===== config.mk =====
export PLATFORM = sky130hd
export DESIGN_NAME = gray2rgb_flat
export DESIGN_NICKNAME = d
export VERILOG_FILES = /design/src/rtl/gray2rgb_if.sv /design/src/rtl/gray2rgb.sv /design/src/flat_wrapper.sv
export SDC_FILE = /design/constraint.sdc
export NUM_CORES = 1
export LEC_CHECK = 0
export ABC_AREA = 1
export CORE_MARGIN = 8
export CORE_UTILIZATION = 40
export CTS_CLUSTER_SIZE = 40
export DETAILED_ROUTE_END_ITERATION = 7
export GPL_TIMING_DRIVEN = 0
export PLACE_DENSITY = 0.75
export REMOVE_ABC_BUFFERS = 1
export SETUP_SLACK_MARGIN = 0.4
export SYNTH_ARGS = -nofsm -noshare
export SYNTH_HDL_FRONTEND = slang
export SYNTH_SLANG_ARGS = --single-unit

===== constraint.sdc =====
create_clock -name iCLK -period 2.5 [get_ports iCLK]
set_input_delay 0.25 -clock iCLK [delete_from_list [all_inputs] [get_ports iCLK]]
set_output_delay 0.25 -clock iCLK [all_outputs]
set_load 0.01 [all_outputs]

===== src/rtl/gray2rgb_if.sv =====
// Pixel bus between the processing chain and the gray-to-RGB expander.
// Carries the grayscale input side (pixel, valid, X/Y, mode/threshold request)
// and the RGB output side (channels, valid, X/Y, frame-start pulse).
// Ports: slave = expander view, master = upstream/downstream (bench) view.
interface gray2rgb_if;
   logic [7:0]  iGray;
   logic        iDval;
   logic [15:0] iX_Cont;
   logic [15:0] iY_Cont;
   logic [1:0]  iMode;
   logic [7:0]  iThresh;
   logic [11:0] oRed;
   logic [11:0] oGreen;
   logic [11:0] oBlue;
   logic        oDval;
   logic [15:0] oX_Cont;
   logic [15:0] oY_Cont;
   logic        oFrameStart;

   modport slave (
      input  iGray, iDval, iX_Cont, iY_Cont, iMode, iThresh,
      output oRed, oGreen, oBlue, oDval, oX_Cont, oY_Cont, oFrameStart
   );

   modport master (
      output iGray, iDval, iX_Cont, iY_Cont, iMode, iThresh,
      input  oRed, oGreen, oBlue, oDval, oX_Cont, oY_Cont, oFrameStart
   );
endinterface


===== src/rtl/gray2rgb.sv =====
// Purpose: expands 8-bit grayscale to 12-bit-per-channel RGB (gray/invert/pseudo/threshold).
// Latency: fixed 2 cycles for data, valid, X/Y and frame-start.
// Backpressure: none; one pixel accepted every cycle, never stalls.
// Ports: iCLK clock, iReset async active-high reset, pix (gray2rgb_if.slave) pixel bus.
// Optional: GRAY2RGB_PSEUDO_COLOR_EN compiles the heat-map for mode 2'b10;
//           without it mode 2'b10 is plain gray.
module gray2rgb #(
   parameter logic [1:0] DEF_MODE   = 2'b00,
   parameter logic [7:0] DEF_THRESH = 8'h80
) (
   input logic       iCLK,
   input logic       iReset,
   gray2rgb_if.slave pix
);

   localparam logic [1:0] MODE_INV    = 2'b01;
   localparam logic [1:0] MODE_THRESH = 2'b11;
`ifdef GRAY2RGB_PSEUDO_COLOR_EN
   localparam logic [1:0] MODE_PSEUDO = 2'b10;
`endif

   // Frame-synchronous shadow copies of mode/threshold.
   logic [1:0]  rMode;
   logic [7:0]  rThresh;

   // Stage 1 registers.
   logic        s1Dval;
   logic [15:0] s1X;
   logic [15:0] s1Y;
   logic        s1Fs;
   logic [7:0]  s1V;
`ifdef GRAY2RGB_PSEUDO_COLOR_EN
   logic        s1Pseudo;
   logic        nextPseudo;
   logic [7:0]  ramp;
`endif

   logic        frameStart;
   logic [1:0]  effMode;
   logic [7:0]  effThresh;
   logic [7:0]  nextV;
   logic [7:0]  red8;
   logic [7:0]  grn8;
   logic [7:0]  blu8;

   function automatic logic [11:0] expand(input logic [7:0] b);
      return {b, b[7:4]};
   endfunction

   // The first pixel of a frame already uses the requested settings, so the
   // shadow registers are bypassed on that cycle.
   assign frameStart = pix.iDval && (pix.iX_Cont == 16'd0) && (pix.iY_Cont == 16'd0);
   assign effMode    = frameStart ? pix.iMode   : rMode;
   assign effThresh  = frameStart ? pix.iThresh : rThresh;

   always_comb begin
      nextV = pix.iGray;
`ifdef GRAY2RGB_PSEUDO_COLOR_EN
      nextPseudo = 1'b0;
`endif
      case (effMode)
         MODE_INV:    nextV = ~pix.iGray;
         MODE_THRESH: nextV = (pix.iGray >= effThresh) ? 8'hFF : 8'h00;
`ifdef GRAY2RGB_PSEUDO_COLOR_EN
         MODE_PSEUDO: nextPseudo = 1'b1;
`endif
         default:     nextV = pix.iGray;
      endcase
   end

   always_ff @(posedge iCLK or posedge iReset) begin
      if (iReset) begin
         rMode    <= DEF_MODE;
         rThresh  <= DEF_THRESH;
         s1Dval   <= 1'b0;
         s1X      <= 16'd0;
         s1Y      <= 16'd0;
         s1Fs     <= 1'b0;
         s1V      <= 8'd0;
`ifdef GRAY2RGB_PSEUDO_COLOR_EN
         s1Pseudo <= 1'b0;
`endif
      end else begin
         if (frameStart) begin
            rMode   <= pix.iMode;
            rThresh <= pix.iThresh;
         end
         s1Dval   <= pix.iDval;
         s1X      <= pix.iX_Cont;
         s1Y      <= pix.iY_Cont;
         s1Fs     <= frameStart;
         s1V      <= nextV;
`ifdef GRAY2RGB_PSEUDO_COLOR_EN
         s1Pseudo <= nextPseudo;
`endif
      end
   end

   // Per-channel 8-bit colour; for the heat map s1V still holds the raw gray.
   always_comb begin
      red8 = s1V;
      grn8 = s1V;
      blu8 = s1V;
`ifdef GRAY2RGB_PSEUDO_COLOR_EN
      ramp = {s1V[5:0], 2'b00};
      if (s1Pseudo) begin
         case (s1V[7:6])
            2'd0: begin red8 = 8'h00; grn8 = ramp;          blu8 = 8'hFF;         end
            2'd1: begin red8 = 8'h00; grn8 = 8'hFF;         blu8 = 8'hFF - ramp;  end
            2'd2: begin red8 = ramp;  grn8 = 8'hFF;         blu8 = 8'h00;         end
            default: begin red8 = 8'hFF; grn8 = 8'hFF - ramp; blu8 = 8'h00;      end
         endcase
      end
`endif
   end

   always_ff @(posedge iCLK or posedge iReset) begin
      if (iReset) begin
         pix.oRed        <= 12'd0;
         pix.oGreen      <= 12'd0;
         pix.oBlue       <= 12'd0;
         pix.oDval       <= 1'b0;
         pix.oX_Cont     <= 16'd0;
         pix.oY_Cont     <= 16'd0;
         pix.oFrameStart <= 1'b0;
      end else begin
         // Blank the colour of invalid slots; coordinates always flow.
         pix.oRed        <= s1Dval ? expand(red8) : 12'd0;
         pix.oGreen      <= s1Dval ? expand(grn8) : 12'd0;
         pix.oBlue       <= s1Dval ? expand(blu8) : 12'd0;
         pix.oDval       <= s1Dval;
         pix.oX_Cont     <= s1X;
         pix.oY_Cont     <= s1Y;
         pix.oFrameStart <= s1Fs;
      end
   end

endmodule

===== src/flat_wrapper.sv =====
// flat-port wrapper written by rule: the top's interface ports become plain ports
module gray2rgb_flat 
#(
   parameter logic [1:0] DEF_MODE   = 2'b00,
   parameter logic [7:0] DEF_THRESH = 8'h80
)
  (iCLK, iReset, pix_iGray, pix_iDval, pix_iX_Cont, pix_iY_Cont, pix_iMode, pix_iThresh, pix_oRed, pix_oGreen, pix_oBlue, pix_oDval, pix_oX_Cont, pix_oY_Cont, pix_oFrameStart);
  gray2rgb_if pix_i ();
  input logic iCLK;
  input logic iReset;
  input wire logic [$bits(pix_i.iGray)-1:0] pix_iGray;
  input wire logic [$bits(pix_i.iDval)-1:0] pix_iDval;
  input wire logic [$bits(pix_i.iX_Cont)-1:0] pix_iX_Cont;
  input wire logic [$bits(pix_i.iY_Cont)-1:0] pix_iY_Cont;
  input wire logic [$bits(pix_i.iMode)-1:0] pix_iMode;
  input wire logic [$bits(pix_i.iThresh)-1:0] pix_iThresh;
  output wire logic [$bits(pix_i.oRed)-1:0] pix_oRed;
  output wire logic [$bits(pix_i.oGreen)-1:0] pix_oGreen;
  output wire logic [$bits(pix_i.oBlue)-1:0] pix_oBlue;
  output wire logic [$bits(pix_i.oDval)-1:0] pix_oDval;
  output wire logic [$bits(pix_i.oX_Cont)-1:0] pix_oX_Cont;
  output wire logic [$bits(pix_i.oY_Cont)-1:0] pix_oY_Cont;
  output wire logic [$bits(pix_i.oFrameStart)-1:0] pix_oFrameStart;
  assign pix_i.iGray = pix_iGray;
  assign pix_i.iDval = pix_iDval;
  assign pix_i.iX_Cont = pix_iX_Cont;
  assign pix_i.iY_Cont = pix_iY_Cont;
  assign pix_i.iMode = pix_iMode;
  assign pix_i.iThresh = pix_iThresh;
  assign pix_oRed = pix_i.oRed;
  assign pix_oGreen = pix_i.oGreen;
  assign pix_oBlue = pix_i.oBlue;
  assign pix_oDval = pix_i.oDval;
  assign pix_oX_Cont = pix_i.oX_Cont;
  assign pix_oY_Cont = pix_i.oY_Cont;
  assign pix_oFrameStart = pix_i.oFrameStart;
  gray2rgb #(.DEF_MODE(DEF_MODE), .DEF_THRESH(DEF_THRESH)) u_core (.iCLK(iCLK), .iReset(iReset), .pix(pix_i));
endmodule

==> results.cfg <==
[status]
status = completed

[synthesis]
yosysSeqAreaShare = 0.679
synth-warning-count = 0
post_synth_num_cell_types = 19
synth.largest_area_cell = dfrtp_1
async_reset_ff_frac = 1.00
synth_commonest_cells = 93 x dfrtp_1, 49 x nand2_1, 43 x inv_1, 33 x nor2_1, 28 x buf_4
avgSynthCellArea_um2 = 11.4
yosysMostFrequentCell = dfrtp_1
yosysTopAreaCellShare = 0.671
syn-instance-count = 304
synthTopCellsByArea = dfrtp_1 67%, buf_4 6.1%, nand2_1 5.3%
syn_area_um2 = 3470
synthFlopType = dfrtp_1
synth_enable_flop_cells = 0
synth-seq-cells = 94

[sta]
hold_viol_final = 0
skew_ns = 0.0121
min_period_ns = 2.02
final-setup-viol-count = 0
slew_headroom = 0.689
grt_setup_unrepaired = yes
worst_pin_slew_ns = 0.467
drv_slew = 0
post-route-period-util = 0.809
timing.fmax_mhz = 494

[finish]
stdcell_area_um2 = 5230
drive_above_1_share = 0.278
utilization = 0.611
diodes = 0
fin_cells = 544
synthToLayoutAreaGrowth_pct = 50.7
nets = 492

[clock_tree]
clk_pin_slew_worst_paths_ns = 0.09
clock_path_buffers = 2
cts_tree = done
root_buffer = clkbuf_8
clock_sinks = 94
h-tree-depth = 3
cts_buffers = 9
clk_latency_ns = 0.35

[global_route]
grt_pass1_vias = 2418
grt_pass1_wl_um = 11800
track_usage = 0.130
antenna_found_initial = 0
grt_remaining_overflow = 0
grt_max_degree = 61

[floorplan]
row_count = 34
dieArea_um2 = 11900
start_util = 0.405
ios = 123
die_h_um = 109
core-area_um2 = 8550
dieWidth_um = 109

[drt]
viasPerCell = 4.37
wire_per_inst_um = 14.3
dr.first_iter.drc_count = 59
routed_wl_um = 7770
drc = 0
ant_nets = 0
first_pass_iters = 4
via_count = 2379

[setup_path]
crit_path_start_kind = input pin
critical_path_class = in -> reg
crit_required_ns = 2.73
worstPathMaxFanout = 8
end_kind = flip-flop
worstPathArrival_ns = 2.25

[power]
power_w = 0.00308
peakVddDrop_v = 0.000330
p_leak_nw = 2.45
p_per_area_nw_per_um2 = 589

[worst_hold_path]
hold_path_class = in -> reg

[placement]
gp_congestion = 0.796
hpwl_um = 5840
numPortBuffers = 122
dp_cells = 506
placed_area_um2 = 4640

[run]
drv_cap = 0
==> power breakdown <==
part | switching, W | internal [W] | total, W
combinational | 0.000157 | 0.000198 | 0.000355
sequential | 0.0000248 | 0.00159 | 0.00161
clock | 0.000532 | 0.000582 | 0.00111
total | 0.000714 | 0.00237 | 0.00308
==> state kept, by name, indices dropped and copies added, names as in the netlist <==
name	count
u_core.s1Fs	1
u_core.rThresh	8
u_core.s1Dval	1
u_core.pix.oX_Cont	16
u_core.rMode	2
u_core.s1Y	16
u_core.pix.oFrameStart	1
u_core.pix.oRed	8
u_core.pix.oY_Cont	16
u_core.pix.oDval	1
u_core.s1X	16
u_core.blu8	8
==> layout by cell type, fill, tap and decap left out <==
cell,synthesis,layout
a21oi_2,0,3
buf_12,0,1
buf_16,0,1
buf_2,0,2
buf_4,28,10
buf_6,0,9
buf_8,0,2
bufinv_16,0,2
clkbuf_1,1,1
clkbuf_2,0,19
clkbuf_8,0,9
clkdlybuf4s15_1,0,3
clkdlybuf4s50_1,0,89
clkinvlp_4,0,1
dfrtp_1,93,93
dfstp_2,1,1
dlygate4sd3_1,0,9
ha_1,8,2
ha_2,0,1
ha_4,0,5
inv_1,43,34
inv_2,0,7
inv_4,0,1
inv_6,0,3
inv_8,0,1
nand2_1,49,40
nand2_2,3,10
nand2_4,2,4
nand3_1,26,19
nand3_2,2,8
nand3_4,2,3
nand4_1,3,3
nor2_1,33,21
nor2_2,2,3
nor2_4,3,14
o21ai_1,0,1
o21bai_4,1,1
==> through the flow <==
| stage | hold slack [ns] | worst slack [ns] | setup TNS, ns |
|---|---|---|---|
| 5_1_grt | -0.000623 | 0.336 | 0 |
| 3_3_place_gp | 0.332 | -1.42 | -134.21 |
| 6_report | 0.0214 | 0.477 | 0 |
| 3_5_place_dp | 0.335 | -0.373 | -2.89 |
| 2_1_floorplan | 0.281 | -0.197 | -18.32 |
| 4_1_cts | 0.0832 | 0.403 | 0 |
==> final cells by class <==
type	count	area, um^2
Timing Repair Buffer	145	1370
Fill cell	702	3320
Multi-Input combinational cell	138	975
Tap cell	108	135
Inverter	43	168
Sequential cell	94	2350
Clock inverter	6	97.6
Clock buffer	10	128
==> repair_timing <==
action                                  4_1_cts  5_1_grt
resized for setup                            72      114
setup buffers                                 9        4
endpoints found under the setup margin        8        8
pin swaps                                    34       43
hold buffers                                  0        9
hold endpoints to repair                      0        9
gates cloned                                  0        0
==> worst max-delay path, cell delays in order <==
cell,delay [ns]
buf_6,0.10
nor2_1,0.10
nand2_1,0.09
nor2_4,0.15
nand3_4,0.11
nor2_4,0.16
nor2_1,0.07
nor2_1,0.13
inv_1,0.09
ha_4,0.24
a21oi_2,0.12
nor2_1,0.06
nor2_1,0.12
nand4_1,0.17
nand3_4,0.20
nand3_2,0.08
==> kinds of logic after synthesis <==
group | share of synthesized area
flops | 0.679
compound gates | 0.0112
simple gates | 0.173
fa+ha+maj | 0.0289
buf+inv | 0.108
==> path summary, 6_finish.rpt <==
check                      slack [ns]  depth (start not counted)         startpoint                      to
min in group asynchronous        0.27                          2             iReset   u_core.pix.oX_Cont[0]
max                              0.48                         16    pix_iX_Cont[10]          u_core.blu8[5]
min reg2reg                      0.35                          0        u_core.s1Fs  u_core.pix.oFrameStart
max reg2reg                      0.76                         10  u_core.rThresh[7]          u_core.blu8[5]
min                              0.02                          1     pix_iX_Cont[1]           u_core.s1X[1]
max in group asynchronous        1.60                          3             iReset           u_core.s1Y[3]
==> metal layers <==
metal / vias to the layer above / global-route usage / part of all wire
met2: 83 / 0.228 / 0.52
met5: - / 0 / 0
li1: 1164 / - / -
met3: 6 / 0.0420 / 0.090
met1: 1126 / 0.141 / 0.38
met4: 0 / 0.0557 / 0.011
(Power assumes the default switching activity.)
